## src/rtl/instruction_fetch_queue.sv

```systemverilog
// rtl/instruction_fetch_queue.sv - prefetching fetch stage with {pc, instr} queue
module instruction_fetch_queue #(
    parameter int PC_WIDTH         = 32,
    parameter int DATA_WIDTH       = 32,
    parameter int CACHE_ADDR_WIDTH = 16,
    parameter int DEPTH            = 4
) (
    input  logic                          clk,
    input  logic                          reset,
    input  logic                          DIR,
    input  logic [PC_WIDTH-1:0]           data_in,
    output logic                          ack_prev,
    output logic                          DOR,
    output logic [DATA_WIDTH-1:0]         data_out,
    output logic [PC_WIDTH-1:0]           pc_out,
    input  logic                          ack_from_next,
    output logic                          cache_en,
    output logic [CACHE_ADDR_WIDTH-1:0]   cache_addr,
    input  logic [DATA_WIDTH-1:0]         cache_do,
    input  logic                          cache_do_ack,
    output logic [$clog2(DEPTH):0]        occupancy
);
    localparam int PW = $clog2(DEPTH);
    localparam int OW = PW + 1;

    typedef enum logic [1:0] {IDLE, REQ, STALL, DRAIN} state_t;

    state_t                 state;
    logic [PC_WIDTH-1:0]    fetch_pc;
    logic [PW-1:0]          wr_ptr;
    logic [PW-1:0]          rd_ptr;
    logic [PC_WIDTH-1:0]    pc_mem   [DEPTH];
    logic [DATA_WIDTH-1:0]  data_mem [DEPTH];

    logic                   accept;
    logic                   push;
    logic                   pop;
    logic [OW-1:0]          occ_next;
    logic [PW-1:0]          rd_next;
    logic                   room_next;
    logic [PC_WIDTH-1:0]    new_pc;
    logic [PC_WIDTH-1:0]    pc_plus4;
    logic [PC_WIDTH-1:0]    head_pc;
    logic [DATA_WIDTH-1:0]  head_data;

    function automatic logic [CACHE_ADDR_WIDTH-1:0] word_addr(input logic [PC_WIDTH-1:0] pc);
        return pc[CACHE_ADDR_WIDTH+1:2];
    endfunction

    always_comb begin
        accept    = DIR && !ack_prev;
        // A redirect flushes the queue, so it overrides both the pop and the push.
        pop       = DOR && ack_from_next && !accept;
        push      = (state == REQ) && cache_do_ack && !accept;
        occ_next  = occupancy + OW'(push) - OW'(pop);
        rd_next   = rd_ptr + PW'(pop);
        room_next = occ_next < OW'(DEPTH);
        new_pc    = {data_in[PC_WIDTH-1:2], 2'b00};
        pc_plus4  = fetch_pc + PC_WIDTH'(4);
        // When the queue is empty after this cycle's pop, the new head is the word being pushed.
        if (push && (occupancy - OW'(pop)) == '0) begin
            head_pc   = fetch_pc;
            head_data = cache_do;
        end else begin
            head_pc   = pc_mem[rd_next];
            head_data = data_mem[rd_next];
        end
    end

    always_ff @(posedge clk) begin
        if (push) begin
            pc_mem[wr_ptr]   <= fetch_pc;
            data_mem[wr_ptr] <= cache_do;
        end
    end

    always_ff @(posedge clk) begin
        if (reset) begin
            state      <= IDLE;
            fetch_pc   <= '0;
            wr_ptr     <= '0;
            rd_ptr     <= '0;
            occupancy  <= '0;
            ack_prev   <= 1'b0;
            DOR        <= 1'b0;
            data_out   <= '0;
            pc_out     <= '0;
            cache_en   <= 1'b0;
            cache_addr <= '0;
        end else begin
            ack_prev <= accept;
            if (accept) begin
                fetch_pc  <= new_pc;
                wr_ptr    <= '0;
                rd_ptr    <= '0;
                occupancy <= '0;
                DOR       <= 1'b0;
                data_out  <= '0;
                pc_out    <= '0;
                // An outstanding request cannot be withdrawn; its data is drained first.
                if ((state == REQ || state == DRAIN) && !cache_do_ack) begin
                    state <= DRAIN;
                end else begin
                    state      <= REQ;
                    cache_en   <= 1'b1;
                    cache_addr <= word_addr(new_pc);
                end
            end else begin
                if (push) begin
                    wr_ptr <= wr_ptr + PW'(1);
                end
                rd_ptr    <= rd_next;
                occupancy <= occ_next;
                DOR       <= occ_next != '0;
                if (occ_next != '0) begin
                    data_out <= head_data;
                    pc_out   <= head_pc;
                end
                case (state)
                    REQ: begin
                        if (cache_do_ack) begin
                            fetch_pc <= pc_plus4;
                            if (room_next) begin
                                cache_addr <= word_addr(pc_plus4);
                            end else begin
                                state    <= STALL;
                                cache_en <= 1'b0;
                            end
                        end
                    end
                    STALL: begin
                        if (room_next) begin
                            state      <= REQ;
                            cache_en   <= 1'b1;
                            cache_addr <= word_addr(fetch_pc);
                        end
                    end
                    DRAIN: begin
                        if (cache_do_ack) begin
                            state      <= REQ;
                            cache_addr <= word_addr(fetch_pc);
                        end
                    end
                    default: ;
                endcase
            end
        end
    end
endmodule

```

## config.mk

```make
export PLATFORM = sky130hd
export DESIGN_NAME = instruction_fetch_queue
export DESIGN_NICKNAME = d
export VERILOG_FILES = /design/src/rtl/instruction_fetch_queue.sv
export SDC_FILE = /design/constraint.sdc
export NUM_CORES = 1
export LEC_CHECK = 0
export CORE_ASPECT_RATIO = 0.9
export CORE_MARGIN = 2
export CORE_UTILIZATION = 45
export DETAILED_ROUTE_END_ITERATION = 16
export PLACE_DENSITY = 0.76
export SYNTH_ARGS = -nofsm -noshare
export SYNTH_HDL_FRONTEND = slang
export SYNTH_SLANG_ARGS = --single-unit
```

## constraint.sdc

```tcl
create_clock -name clk -period 7.5 [get_ports clk]
set_input_delay 1.5 -clock clk [delete_from_list [all_inputs] [get_ports clk]]
set_output_delay 1.5 -clock clk [all_outputs]
set_load 0.02 [all_outputs]
```

==> results of run 1 <==
placed cells by master, fill, tap and decap left out, types with 3 or more instances in the layout:
master	n
and3_4	5
buf_4	12
dfxtp_1	120
nor2_1	47
nand4b_1	4
o21ai_0	7
clkinv_1	6
a211o_1	13
nand2_1	41
mux4_2	62
nand4_1	14
nor3b_1	63
clkbuf_16	39
a221o_1	60
bufinv_16	4
inv_1	7
xnor2_1	23
and2_1	4
clkbuf_1	9
nand3b_1	3
edfxtp_1	248
a211oi_1	24
a21oi_1	22
nand3_1	13
nor3_1	15
xor2_1	15
clkinv_2	6
mux2i_1	3
clkdlybuf4s50_1	149
ha_1	6
and4_1	4
and3_1	7
nor4_1	4
nand2b_1	3
synth_stat cells, types with 6 or more instances:
master	count	area share (%)
nor3_1	15	0.51
o21ai_0	7	0.24
nand4_1	14	0.59
inv_1	7	0.18
xor2_1	16	0.95
edfxtp_1	248	50
nand2_1	41	1.0
mux4_2	62	9.5
a211oi_1	24	1.2
nor3b_1	63	3.2
xnor2_1	23	1.4
nand3_1	13	0.44
buf_2	25	0.85
nor2_1	47	1.2
a211o_1	13	0.77
a221o_1	60	4.1
buf_8	6	0.61
dfxtp_1	120	16
ha_1	7	0.59
and3_1	11	0.47
clkbuf_1	40	1.0
a21oi_1	22	0.75
power by group through the flow:
stage | clock [mW] | sequential (mW) | combinational [mW]
4_1_cts | 1.91 | 2.30 | 0.396
6_report | 1.87 | 2.30 | 0.393
3_5_place_dp | 0 | 2.34 | 0.393
3_3_place_gp | 0 | 2.34 | 0.386
2_1_floorplan | 0 | 2.35 | 0.199
5_1_grt | 1.99 | 2.31 | 0.422
worst reg2reg max path, stage by stage (launching register included):
cell and delay [ps]:
dfxtp_1 490, nand3b_1 620, xnor2_1 330, nor2_1 60, ha_1 190, fa_1 400, xnor3_1 270, or3_4 390
nor2_4 710, buf_4 470, a221o_1 220
logic make-up (layout without fill, tap and decap cells):
family / count (synthesis) / after routing
other cells: 1 / 2
fa+ha+maj: 9 / 9
flops: 368 / 368
buf+inv: 87 / 237
mux: 65 / 65
simple gates: 239 / 239
xor+xnor: 41 / 41
compound gates: 139 / 139
path summary, 6_finish.rpt:
kind | end | slack, ps | cells after the start
max | data_out[24] | 2380 | 11
min reg2reg | cache_addr[11] | 460 | 2
min | cache_addr[11] | 460 | 2
max reg2reg | data_out[24] | 3270 | 10
layer usage:
metal	track usage [%]	up-vias	part of all wire (%)
met4	5.98	0	2.6
li1	-	3994	-
met2	31.1	299	47
met5	0	-	0
met1	27.1	4494	45
met3	3.61	55	5.9
metrics by stage:
step	setup WS (ps)	area [um2]
2_1_floorplan	3250	14800
3_3_place_gp	1950	16500
3_5_place_dp	1920	16500
4_1_cts	2430	17700
5_1_grt	2210	17700
6_report	2380	17700
registers in the layout (all words and copies together) (netlist names):
name / count
cache_addr: 16
occupancy: 3
cache_en: 1
ack_prev: 1
fetch_pc: 30
wr_ptr: 2
data_out: 32
state: 2
data_mem: 128
pc_out: 30
pc_mem: 120
rd_ptr: 2
DOR: 1
cell type report:
class,count,area [um2],area share (%)
clock buffers,50,1040,5.85
clock inverters,18,189,1.07
inverters,7,26.3,0.148
multi-input cells,495,4530,25.5
flip-flops and latches,368,9850,55.5
well taps,416,520,2.93
repair buffers,162,1590,8.95
==> impl_metrics.py, run 1 <==
metrics = {
    "critical_path": {
        "end_kind": "register",
        "crit_start": "cache_do_ack",
        "critical_path_arrival_ps": 5560,
        "cp_max_fo": 25,
        "regToRegStartpoint": "state[1]",
        "worst_path_largest_cell_delay_ps": 710,
        "worst_setup_path_start_kind": "input port",
        "crit_chain": "clkdlybuf4s50_1 > nand3b_1 > xnor2_1 > nor2_1 > ha_1 > fa_1 > xnor3_1 > or3_4 > nor2_4 > buf_4 > a221o_1",
        "crit_type": "in2reg",
        "worst_path_max_delay_cell": "nor2_4",
        "required_ps": 7950,
        "critPathTopFamily": "simple AND/OR/NAND/NOR gates",
        "crit_buf_inv": 2,
    },
    "power_and_ir_drop": {
        "internal_power_mw": 3.53,
        "leakage_nw": 5.66,
        "p_switching_mw": 1.03,
        "pwr_density_cell_nw_per_um2": 257,
        "clkPwrFrac_pct": 40.9,
        "netSwitchingFraction_pct": 22.6,
        "vdd.ir_drop.worst_uv": 141,
        "total_power_mw": 4.56,
        "combinationalPowerShare_pct": 8.6,
        "p_seq_share_pct": 50.5,
    },
    "die": {
        "die_area_um2": 34300,
        "start_util_pct": 46.0,
        "die_w_um": 195,
        "coreArea_um2": 32100,
        "dieHeight_um": 176,
        "rows": 62,
        "io_pins": 155,
    },
    "global_routing": {
        "grt_first_pass_wirelength_um": 51500,
        "grt_pass1_vias": 8992,
        "grt_usage_pct": 19.4,
        "grt_max_degree": 79,
        "antenna_found_initial": 0,
        "grt_overflow_total": 0,
    },
    "logic_synthesis": {
        "synthSimpleGateAreaFrac_pct": 9.27,
        "syn_avg_cell_area_um2": 15.6,
        "ys_async_sr_fraction_pct": 0,
        "yosys_warnings": 0,
        "synth_xor_area_share_pct": 2.65,
        "syn-cell-area_um2": 14800,
        "synth-compound-area-share_pct": 7.79,
        "netlist_instances": 949,
        "yosysUniqueCellTypes": 57,
        "yosys.area_share.adder_pct": 0.797,
        "synth_mux_area_share_pct": 9.66,
        "seq_area_frac_synth_pct": 66.7,
        "synth_edf_count": 248,
        "synth_flop_cell": "edfxtp_1",
        "synth_top_family_by_area": "multiplexers",
        "ys_seq_elements": 368,
    },
    "clocking": {
        "ctsLongestPathBuffers": 3,
        "root_buffer": "clkbuf_16",
        "tritoncts": "built",
        "path_clk_slew_ps": 60,
        "cts_setup_buffers": 0,
        "clk_latency_ps": 520,
        "clock-sinks": 368,
        "cts_htree_levels": 2,
        "holdBufCountCts": 0,
        "ctsResizeCount": 0,
        "cts_buffers": 37,
    },
    "placement": {
        "hpwl_um": 18900,
        "place_inst": 1448,
        "io_buffers": 150,
        "gp_congestion": 0.789,
    },
    "route": {
        "wl_per_cell_um": 21.9,
        "initialDrtViolationCount": 622,
        "dr.pass1.iters": 5,
        "viasPerCell": 5.83,
        "drc_errors": 0,
        "vias": 8842,
        "wl_um": 33200,
        "ant_nets": 0,
    },
    "final_layout": {
        "diodes": 0,
        "final_cells": 1516,
        "utilization_pct": 55.2,
        "syn_to_final_growth_pct": 20.2,
        "nFillCells": 2571,
        "fin_nets": 1148,
        "drive_gt1_share_pct": 13.3,
    },
    "timing": {
        "max_slew_margin_pct": 26.2,
        "tightest_slew_ps": 1110,
        "finalCritPeriodShare_pct": 68.2,
        "drv_slew": 0,
        "fin_hold_ws_ps": 457,
        "rsz0062_at_grt": "false",
        "fin_crit_ps": 5120,
        "fmax_ghz": 0.195,
        "skew_ps": 16.6,
        "finalSetupTns_ps": 0,
        "finalSetupViolCount": 0,
        "hold_viol_final": 0,
    },
    "min_path": {
        "hold_class": "reg2reg",
        "hold_start": "cache_addr[11]",
    },
    "flow_run": {
        "max_cap_viol_count": 0,
    },
    "run_status": {
        "status": "completed",
    },
}
Note: power is estimated with default switching activity, not from simulation.
==> run 2: changes to the inputs <==
==> constraint.sdc (replaced) <==
create_clock -name clk -period 4.8 [get_ports clk]
set_input_delay 0.96 -clock clk [delete_from_list [all_inputs] [get_ports clk]]
set_output_delay 0.96 -clock clk [all_outputs]
set_load 0.02 [all_outputs]
==> run 2 against run 1 <==
Against the previous run:
- final cell count up 0.99%
- core utilization grew 0.52 points
- combinational power is 59% higher
- largest cell class unchanged
- highest routed layer unchanged
==> impl_metrics.py, run 2 (synthesis gave the netlist of run 1 again) <==
metrics = {
    "placement": {
        "io_buffers": 150,
        "gp_congestion": 0.814,
        "hpwl_um": 20100,
        "place_area_um2": 16700,
        "pre_cts_slack_ps": 516,
    },
    "final_layout": {
        "nFillCells": 2523,
        "final_area_um2": 17900,
        "final_common_cell": "edfxtp_1",
        "diodes": 0,
        "reg_top3": "data_mem x128, pc_mem x120, data_out x32",
        "final_cell_mix": "edfxtp_1, clkdlybuf4s50_1, dfxtp_1, nor3b_1, mux4_2",
        "largest_reg_flops": 128,
        "drive_gt1_share_pct": 14.3,
        "syn_to_final_growth_pct": 21.3,
        "fin_nets": 1164,
        "top_register": "data_mem",
    },
    "critical_path": {
        "crit_chain": "clkdlybuf4s50_1 > nor2b_1 > nor2_1 > ha_1 > fa_1 > xnor3_1 > or3_4 > and3_4 > buf_12 > a221o_2",
        "worst_path_max_delay_cell": "clkdlybuf4s50_1",
        "crit_type": "in2reg",
        "critPathTopFamily": "simple AND/OR/NAND/NOR gates",
        "worst_setup_path_start_kind": "input port",
        "required_ps": 5190,
        "critical_path_arrival_ps": 4170,
        "end_kind": "register",
        "cp_max_fo": 31,
        "worst_path_largest_cell_delay_ps": 500,
        "crit_buf_inv": 2,
    },
    "power_and_ir_drop": {
        "pwr_density_cell_nw_per_um2": 395,
        "vdd.ir_drop.worst_uv": 273,
        "total_power_mw": 7.08,
        "leakage_nw": 5.75,
    },
    "timing": {
        "skew_ps": 22.4,
        "finalSetupViolCount": 0,
        "drv_slew": 0,
        "rsz0062_at_grt": "false",
        "finalSetupTns_ps": 0,
        "max_slew_margin_pct": 42.3,
        "hold_viol_final": 0,
        "tightest_slew_ps": 865,
        "finalCritPeriodShare_pct": 78.6,
        "fin_crit_ps": 3770,
        "fmax_ghz": 0.265,
        "setup_slack_ps": 1030,
    },
    "clocking": {
        "cts_buffers": 38,
        "cts_setup_buffers": 0,
        "ctsLongestPathBuffers": 3,
        "root_buffer": "clkbuf_16",
        "cts_htree_levels": 2,
        "ctsResizeCount": 0,
        "holdBufCountCts": 0,
        "tritoncts": "built",
        "clk_latency_ps": 520,
        "path_clk_slew_ps": 60,
        "clock-sinks": 368,
    },
    "flow_run": {
        "max_cap_viol_count": 0,
    },
    "die": {
        "rows": 62,
        "io_pins": 155,
        "coreArea_um2": 32100,
        "dieHeight_um": 176,
        "start_util_pct": 46.0,
        "die_area_um2": 34300,
        "die_w_um": 195,
    },
    "global_routing": {
        "grt_overflow_total": 0,
        "antenna_found_initial": 0,
        "grt_pass1_vias": 9042,
        "grt_usage_pct": 19.6,
        "grt_max_degree": 63,
        "grt_first_pass_wirelength_um": 51900,
    },
    "run_status": {
        "status": "completed",
    },
    "route": {
        "ant_nets": 0,
        "wl_per_cell_um": 21.8,
        "vias": 8927,
        "wl_um": 33400,
        "dr.pass1.iters": 5,
        "viasPerCell": 5.83,
        "drc_errors": 0,
        "initialDrtViolationCount": 743,
    },
    "min_path": {
        "hold_class": "reg2reg",
    },
}
==> run 2: power breakdown <==
| part | switching [mW] | internal [mW] |
|---|---|---|
| Combinational | 0.327 | 0.297 |
| Sequential | 0.106 | 3.49 |
| Clock | 1.17 | 1.69 |
| Total | 1.60 | 5.48 |
==> run 2: path summary, 6_finish.rpt <==
check                               startpoint             end  slack (ps)  cells after the start
worst max register to register        state[1]    data_out[18]        1400                     10
worst min-delay path            cache_addr[11]  cache_addr[11]         460                      2
worst max-delay path                       DIR    data_out[18]        1030                     10
worst min register to register  cache_addr[11]  cache_addr[11]         460                      2
==> run 2: routing by layer <==
layer | global-route usage (%) | vias to the layer above | share of wire [%]
li1 | - | 4026 | -
met1 | 27.3 | 4541 | 44
met2 | 31.5 | 318 | 47
met3 | 3.96 | 42 | 6.7
met4 | 4.99 | 0 | 1.8
met5 | 0 | - | 0
==> run 2: cell type report <==
class	instances	area [um2]	share of cell area [%]
inverter	7	26.3	0.147
timing repair buffer	177	1770	9.91
tap	416	520	2.91
clock inverter	16	160	0.895
sequential	368	9850	55.0
clock buffer	52	1040	5.84
multi-input combinational	495	4530	25.3
==> run 2: per-stage QoR <==
stage | std cells | hold slack, ps | utilization (%)
after floorplan | 950 | 455 | -
after global placement | 1463 | 448 | 52.0
after detailed placement | 1463 | 453 | 52.0
after CTS | 1531 | 464 | 55.7
after global routing | 1531 | 478 | 55.7
final | 1531 | 462 | 55.7
==> run 2: worst reg2reg max path, delay by kind of cell (launching register included) <==
family	cells	cell delay (ps)
AO/OA/AOI/OAI	1	350
XOR/XNOR	2	410
adder cells (fa/ha/maj)	2	630
buffers and inverters	1	240
flip-flops	1	680
AND/OR/NAND/NOR	4	980
